--- src/rtl/sin_sweep_capture.sv ---
// Code sweep driver with settle/capture and a first-word fall-through result FIFO.
// Optional SWEEP_CHECKSUM_EN adds a running 16-bit sum of queued responses.
module sin_sweep_capture #(
   parameter int IN_W       = 12,
   parameter int OUT_W      = 6,
   parameter int SETTLE     = 4,
   parameter int NUM_POINTS = 4096,
   parameter int FIFO_DEPTH = 8
) (
   input  logic             clk,
   input  logic             rst_n,
   input  logic             start,
   input  logic             abort,
   input  logic [IN_W-1:0]  start_code,
   input  logic [IN_W-1:0]  step,
   output logic             busy,
   output logic             done,
   output logic [IN_W-1:0]  stim,
   input  logic [OUT_W-1:0] resp,
   output logic             m_valid,
   input  logic             m_ready,
   output logic [IN_W-1:0]  m_code,
   output logic [OUT_W-1:0] m_data
`ifdef SWEEP_CHECKSUM_EN
   ,
   output logic [15:0]      checksum
`endif
);

   localparam int SCW = (SETTLE > 1) ? $clog2(SETTLE) : 1;
   localparam int PCW = (NUM_POINTS > 1) ? $clog2(NUM_POINTS) : 1;
   localparam int AW  = $clog2(FIFO_DEPTH);
   localparam int CW  = AW + 1;
   localparam int EW  = IN_W + OUT_W;

   localparam logic [SCW-1:0] SET_LAST = SCW'(SETTLE - 1);
   localparam logic [PCW-1:0] PT_LAST  = PCW'(NUM_POINTS - 1);
   localparam logic [CW-1:0]  FULL_CNT = CW'(FIFO_DEPTH);

   typedef enum logic [1:0] {
      S_IDLE,
      S_SETTLE,
      S_CAPT,
      S_DONE
   } state_e;

   state_e          state_q, state_d;
   logic [IN_W-1:0] stim_q, stim_d;
   logic [IN_W-1:0] step_q, step_d;
   logic [SCW-1:0]  scnt_q, scnt_d;
   logic [PCW-1:0]  pcnt_q, pcnt_d;
   logic [EW-1:0]   mem_q [FIFO_DEPTH];
   logic [AW-1:0]   wr_q, wr_d;
   logic [AW-1:0]   rd_q, rd_d;
   logic [CW-1:0]   cnt_q, cnt_d;
   logic [EW-1:0]   head;
   logic            accept, full, push, pop;

   assign accept = (state_q == S_IDLE) && start && !abort;
   // Full is taken from the registered count, so a same-cycle pop cannot admit a push.
   assign full   = (cnt_q == FULL_CNT);
   assign push   = (state_q == S_CAPT) && !full && !abort;
   assign pop    = m_valid && m_ready;

   always_ff @(posedge clk or negedge rst_n) begin
      if (!rst_n) begin
         state_q <= S_IDLE;
      end else begin
         state_q <= state_d;
      end
   end

   always_comb begin
      state_d = state_q;
      if (abort) begin
         state_d = S_IDLE;
      end else begin
         unique case (state_q)
            S_IDLE: begin
               if (start) state_d = S_SETTLE;
            end
            S_SETTLE: begin
               if (scnt_q == SET_LAST) state_d = S_CAPT;
            end
            S_CAPT: begin
               if (!full) begin
                  state_d = (pcnt_q == PT_LAST) ? S_DONE : S_SETTLE;
               end
            end
            S_DONE: begin
               state_d = S_IDLE;
            end
            default: begin
               state_d = S_IDLE;
            end
         endcase
      end
   end

   always_comb begin
      busy = (state_q != S_IDLE);
      done = (state_q == S_DONE);
   end

   always_comb begin
      stim_d = stim_q;
      step_d = step_q;
      scnt_d = '0;
      pcnt_d = pcnt_q;
      if (accept) begin
         stim_d = start_code;
         step_d = step;
         pcnt_d = '0;
      end
      if ((state_q == S_SETTLE) && !abort) begin
         scnt_d = scnt_q + SCW'(1);
      end
      if (push && (pcnt_q != PT_LAST)) begin
         stim_d = stim_q + step_q;
         pcnt_d = pcnt_q + PCW'(1);
      end
   end

   always_ff @(posedge clk or negedge rst_n) begin
      if (!rst_n) begin
         stim_q <= '0;
         step_q <= '0;
         scnt_q <= '0;
         pcnt_q <= '0;
      end else begin
         stim_q <= stim_d;
         step_q <= step_d;
         scnt_q <= scnt_d;
         pcnt_q <= pcnt_d;
      end
   end

   always_comb begin
      wr_d  = wr_q + AW'(push);
      rd_d  = rd_q + AW'(pop);
      cnt_d = cnt_q;
      unique case ({push, pop})
         2'b10:   cnt_d = cnt_q + CW'(1);
         2'b01:   cnt_d = cnt_q - CW'(1);
         default: cnt_d = cnt_q;
      endcase
      if (abort) begin
         wr_d  = '0;
         rd_d  = '0;
         cnt_d = '0;
      end
   end

   always_ff @(posedge clk or negedge rst_n) begin
      if (!rst_n) begin
         wr_q  <= '0;
         rd_q  <= '0;
         cnt_q <= '0;
      end else begin
         wr_q  <= wr_d;
         rd_q  <= rd_d;
         cnt_q <= cnt_d;
      end
   end

   // Storage needs no reset: the count gates visibility of every slot.
   always_ff @(posedge clk) begin
      if (push) mem_q[wr_q] <= {stim_q, resp};
   end

   assign head             = mem_q[rd_q];
   assign m_valid          = (cnt_q != '0);
   assign {m_code, m_data} = m_valid ? head : '0;
   assign stim             = stim_q;

`ifdef SWEEP_CHECKSUM_EN
   logic [15:0] csum_q, csum_d;

   always_comb begin
      csum_d = csum_q;
      if (abort || accept) begin
         csum_d = '0;
      end else if (push) begin
         csum_d = csum_q + 16'(resp);
      end
   end

   always_ff @(posedge clk or negedge rst_n) begin
      if (!rst_n) begin
         csum_q <= '0;
      end else begin
         csum_q <= csum_d;
      end
   end

   assign checksum = csum_q;
`endif

endmodule

--- config.mk ---
export PLATFORM = sky130hd
export DESIGN_NAME = sin_sweep_capture
export DESIGN_NICKNAME = d
export VERILOG_FILES = /design/src/rtl/sin_sweep_capture.sv
export SDC_FILE = /design/constraint.sdc
export NUM_CORES = 1
export LEC_CHECK = 0
export ABC_AREA = 1
export BUFFER_PORTS_ARGS = -buffer_cell sky130_fd_sc_hd__buf_2
export CAP_MARGIN = 20
export CORE_MARGIN = 3
export CORE_UTILIZATION = 45
export CTS_BUF_LIST = sky130_fd_sc_hd__clkbuf_8
export DETAILED_ROUTE_END_ITERATION = 12
export HOLD_SLACK_MARGIN = 0.15
export PLACE_DENSITY = 0.6
export SLEW_MARGIN = 20
export SYNTH_ARGS = -nofsm -noshare
export SYNTH_HDL_FRONTEND = slang
export SYNTH_SLANG_ARGS = --single-unit
--- constraint.sdc ---
create_clock -name clk -period 3.1 [get_ports clk]
set_input_delay 0.93 -clock clk [delete_from_list [all_inputs] [get_ports clk]]
set_output_delay 0.93 -clock clk [all_outputs]
set_load 0.02 [all_outputs]
## After elaboration in Yosys (flattened, before gate mapping)

Memory sizes are Yosys's and may differ from the RTL's.
Index checks and enable logic that the tools add are counted.

| cells by class | value |
|---|---|
| multiplexer cells | 18 |
| equal/unequal tests | 12 |
| add/sub/neg operators | 7 |
| reduce and logical (&&, ||, !) cells | 15 |

Operators with widths:

| operator | count |
|---|---|
| 12-bit 2-to-1 mux | 4 |
| 18-bit 2-to-1 mux | 1 |
| 12-bit by 1-bit adder with 12-bit output, second input constant | 1 |
| 12-bit adder | 1 |
| 12-bit equality test, second input constant | 1 |
| 2-bit 2-to-1 mux | 6 |
| 12-bit != test, second input constant | 1 |
| 3-bit != test, second input constant | 3 |
| 2-bit equality test, second input constant | 4 |
| 2-bit case mux with 4 select lines | 1 |
| 4-bit case mux with 2 select lines | 1 |
| 1-bit logical AND | 7 |
| 3-bit by 1-bit adder with 3-bit output | 2 |
| 3-bit 2-to-1 mux | 2 |
| 4-bit by 1-bit adder with 4-bit output, second input constant | 1 |
| 2-bit by 1-bit equality test with 1-bit output, second input constant | 2 |
| 4-bit equality test, second input constant | 1 |
| 4-bit 2-to-1 mux | 1 |
| 2-bit nonzero test | 2 |
| 4-bit nonzero test | 1 |
| 4-bit by 1-bit subtractor with 4-bit output, second input constant | 1 |
| 3-bit AND reduction | 1 |
| 3-bit nonzero test | 1 |
| 2-bit by 1-bit adder with 2-bit output, second input constant | 1 |
| other kinds (3) | 5 |

| storage, ports and cells | value |
|---|---|
| flip-flop bits (word level) | 50 |
| RAM bits | 144 |
| output and inout port bits | 33 |
| word-level logic and storage cells | 61 |
| bits of input ports | 35 |
| memories | 1 |

Memories:

| name | depth | bits a word | read ports | clocked after memory_dff | wr ports | line | source |
|---|---|---|---|---|---|---|---|
| mem_q | 8 | 18 | 1 | 0 | 1 | 52 | `logic [EW-1:0] mem_q [FIFO_DEPTH];` |

## Longest topological paths before layout

| depth | value |
|---|---|
| word-level depth | 7 |
| depth in mapped cells | 14 |
| gate-level depth less buffers | 14 |

## Least setup slack after synthesis

OpenSTA, ideal clock, no wires.

| timing | value |
|---|---|
| kind | input to register |
| start | input abort |
| end | memory mem_q[0][0] (netlist name), enable pin |
| setup slack | 323 ps |
| path buffers | 1 |
| data required time | 2708 ps |
| stages on the path | 5 |
| arrival time | 2385 ps |
| setup time | 392 ps |
| cells stage by stage | buf_4 nor2_4 nand2_4 or2_2 nor2_1 |

| between the ends | value |
|---|---|
| cells in the longest elaborated chain, start to end | 4 |

Ends and longest elaborated chain:

| element | line | source |
|---|---|---|
| from (decl) | 13 | `input logic abort,` |
| 1-bit zero test | 62 | `assign push = (state_q == S_CAPT) && !full && !abort;` |
| 1-bit logical AND | 62 |  |
| 1-bit 2-to-1 mux | 168 | `if (push) mem_q[wr_q] <= {stim_q, resp};` |
| 1-bit 2-to-1 mux (not written as such) | 168 |  |
| to (decl) | 52 |  |

Every way passes these cells.

## Worst setup path after layout

| timing | value |
|---|---|
| start | register rd_q[0] |
| end | output m_code[9] |

| between the ends | value |
|---|---|
| cells in the longest elaborated chain, start to end | 2 |

Ends and longest elaborated chain:

| element | line | source |
|---|---|---|
| from (decl) | 54 | `logic [AW-1:0] rd_q, rd_d;` |
| from (signal assigned) | 161 | `rd_q <= rd_d;` |
| memory read 8 x 18 bit | - |  |
| 18-bit 2-to-1 mux | 173 | `assign {m_code, m_data} = m_valid ? head : '0;` |
| to (decl) | 22 | `output logic [IN_W-1:0] m_code,` |

Every way passes these cells.

==> results.txt <==
- Result of the run: completed
- Post-synthesis instance area: 0.00864 mm2
- During I/O placement, the number of pins put on the boundary was 68.
- Data required time at the worst endpoint: 2.17 ns
- Hold repair after CTS inserted 0 buffers.
* Reg clk slew, reported paths: roughly 0.09 ns
- The worst register-to-register path begins at stim[1].
* Transition at the pin with the smallest max-transition slack: roughly 0.88 ns
- Critical Path End Type: output port
- In the layout the commonest cells are nor2_1, edfxtp_1, nand2_1.
* Path class of the lowest-slack min-delay path: register to register
- At the end of routability-driven placement, the weighted congestion stood at 0.855.
* Clk root buf: clkbuf_8
- After floorplanning, the core was sized to cover between 0.015 and 0.02 mm2.
- Area growth from synthesis to layout: 12.9%
* Maximum level of the CTS H-tree: 4
- Synth area leader: edfxtp_1
- Gates resized during post-CTS repair numbered 0.
* Synthesis warning total: 0
- Port buffering added 67 buffers.
- The library cell used most frequently in the layout, excluding fill and tap cells, is nor2_1.
- The analysis attributes to cell leakage a power of ~3.9 nW.
- Global-route wire length before repair: 30000 um
* Maximum number of pins on one net before global-route repair: 37
- Drt total wl: approximately 19000 um
* Power Total: approximately 8.4 mW
- Of the total power, the share spent switching nets is 0.396.
* Total count of hold-check failures in the final report: 0
- Of the synthesized area, sequential elements account for 0.645.
- Total congestion overflow after global routing: 0
- Pwr per Cell Area: between 800 and 900 mW/mm2
- Counting along the longest clock path gives a buffer depth of 2.
* Start point of the critical path: rd_q[0]
- Worst IR drop on VDD: between 0.0003 and 0.0004 V
- Final core utilization: 0.519
* Sequential group share of total power: 0.435
- Across all layers, the routed design uses about 5.9k vias.
- Dividing the synthesized area by the synthesized cell count gives ~11 um2.
* Combinational group share of total power: 0.385
- Worst skew pair latency: between 0.4 and 0.5 ns
- Largest driver fanout on the critical path: 18
- The initial utilization of the core area, before any placement, comes to 0.460.
- Setup bufs post-CTS: 0
* Cell types with the largest area share after synthesis: edfxtp_1, dfrtp_1, nor2_1, nand2_1, o21ai_0
- The number of different library cells used by synthesis comes to 40.
* Unrepaired setup endpoints after global routing: yes
- Between clock sinks in the finished design, the worst skew comes to 0.00981 ns.
- Of the total power, the clock network draws 0.180.
* Predominant post-synthesis flop cell: edfxtp_1
- STA puts the critical path data arrival time at ~2 ns.
* Die X-Extent: 145 um
- Of the cells placed in the final design, the portion with a size suffix greater than 1 is 0.170.
- Fin nets: 944
- Crit-path max cell delay: 0.46 ns
- Switching power: approximately 3.3 mW
- Count of flip-flops with a built-in enable after synthesis: 144
* Remaining antenna violation count after routing: 0
- Average via count per standard cell: between 5 and 6
- Setup-failing EPs final: 0
* Wire length per cell: between 15 and 20 um
- In this design, the critical path's most frequently occurring cell is nor2_1.
* Vias in the first global route: ~5.7k
- Portion of the clock cycle consumed by the worst path in the final layout: 0.947
- Measured against its own limit, the worst slew margin works out to 0.411.
* Final critical delay including setup and external delays: roughly 2.9 ns
* Number of buffers added by the clock tree synthesis step: 17
* Number of instances in the synthesized netlist: 810
* Portion of synthesized cell area occupied by the leading cell type: 0.501
- CTS tree: yes
* Cell row count: 50
- Antenna violations before repair: 0
* Cell at the slowest stage of the critical path: dfrtp_2
* Antenna diode count: 0
* MaxCap Viol Count: 0
* # DRC: 0
* Total internal power: between 5 and 6 mW
* Cell-by-cell listing of the critical path: inv_4 > buf_12 > nor2_1 > o32ai_1 > o21ai_1 > nor2_1 > buf_4
- Before antenna repair, the detailed router went through 5 iterations.
* Highest clock frequency the design can meet: about 340 MHz
* Number of sinks driven by the clock tree: ~190
- The worst setup path is launched from a register.
- Measured along the y axis, the die boundary spans between 100 and 150 um.
- After filler insertion, the fill cell instance count of the layout stands at around 1.7k.
* Post-synth ARST share: 0.258
* Post-synthesis net count: slightly below 900
- WS Path Type: register to output port
- The die covers approximately 0.021 mm2.
- Worst hold start: scnt_q[0]
- In this run, synthesis produced a sequential element count of 194.
* Final Slew Violations: 0
- Count of routing violations after the opening detailed-route iteration: around 310
- Half-perimeter wire length after placement: 11800 um
- Across every metal layer, demand over resource in global routing totals 0.186.
==> power by group through the flow <==
stage	logic, mW	registers, mW	clock network (mW)
floorplan	2.20	3.66	0
global placement	3.16	3.69	0
detailed placement	3.20	3.69	0
CTS	3.21	3.64	1.54
global route	3.68	3.69	1.65
finish	3.22	3.64	1.50
==> cell usage after synthesis (6+ instances only) <==
library cell  count
nor2_1          183
inv_1            51
dfrtp_1          50
clkbuf_1         25
o22ai_1           7
edfxtp_1        144
a21oi_1          12
o32ai_1          36
nand2_1         117
xor2_1           13
ha_1             19
o21ai_0          66
inv_2             6
nand3_1          30
==> metrics by stage <==
step / hold WS, ns / worst slack (ns) / instance area (um2) / cells / TNS, ns
floorplan: 0.410 / 0.323 / 8640 / 810 / 0
global placement: 0.430 / 0.650 / 9360 / 1103 / 0
detailed placement: 0.431 / 0.644 / 9360 / 1103 / 0
CTS: 0.444 / 0.132 / 9720 / 1135 / 0
global route: 0.489 / -0.0298 / 9750 / 1136 / -0.0323
finish: 0.445 / 0.166 / 9750 / 1136 / 0
==> registers in the layout, summed over array words and instances, names as in the netlist <==
name,flops
state_q,2
rd_q,3
scnt_q,2
mem_q,144
stim,12
step_q,12
pcnt_q,12
cnt_q,4
wr_q,3
==> worst max-delay path, delay by kind of cell, from the launching register on <==
kind            cells  cell delay [ns]
flops               1             0.46
buf+inv             3             0.48
simple gates        2             0.29
compound gates      2             0.32
==> cells by family after synthesis <==
kind of cell	Yosys count	share of synthesized area
and+or+nand+nor	356	0.170
adders and majority gates	20	0.0298
buffers and inverters	92	0.0429
AOI/OAI and AO/OA	131	0.0950
DFF	194	0.645
xor gates and xnor gates	17	0.0172
==> final timing paths <==
| kind | endpoint | slack, ns | cells past startpoint |
|---|---|---|---|
| worst max-delay path | m_code[9] | 0.17 | 7 |
| worst min-delay path | scnt_q[0] | 0.44 | 1 |
| worst max register to register | stim[8] | 0.95 | 8 |
| worst min register to register | scnt_q[0] | 0.44 | 1 |
| max in group asynchronous | stim[1] | 1.85 | 2 |
| min in group asynchronous | step_q[5] | 0.58 | 1 |
==> cell type report <==
cell class / instances / area, um2 / area share
flip-flops and latches: 194 / 5580 / 0.572
clock buffers: 17 / 234 / 0.0240
well taps: 234 / 293 / 0.0300
repair buffers: 95 / 594 / 0.0610
multi-input cells: 524 / 2710 / 0.278
clock inverters: 15 / 121 / 0.0124
inverters: 57 / 216 / 0.0222
==> per-layer routing <==
metal  up-vias  track usage  wire length, um
met4         0       0.0506              187
li1       2955            -                -
met5         -            0                0
met2       123        0.296             8760
met3        16       0.0360              735
met1      2804        0.264             9090
(Power assumes the default switching activity.)
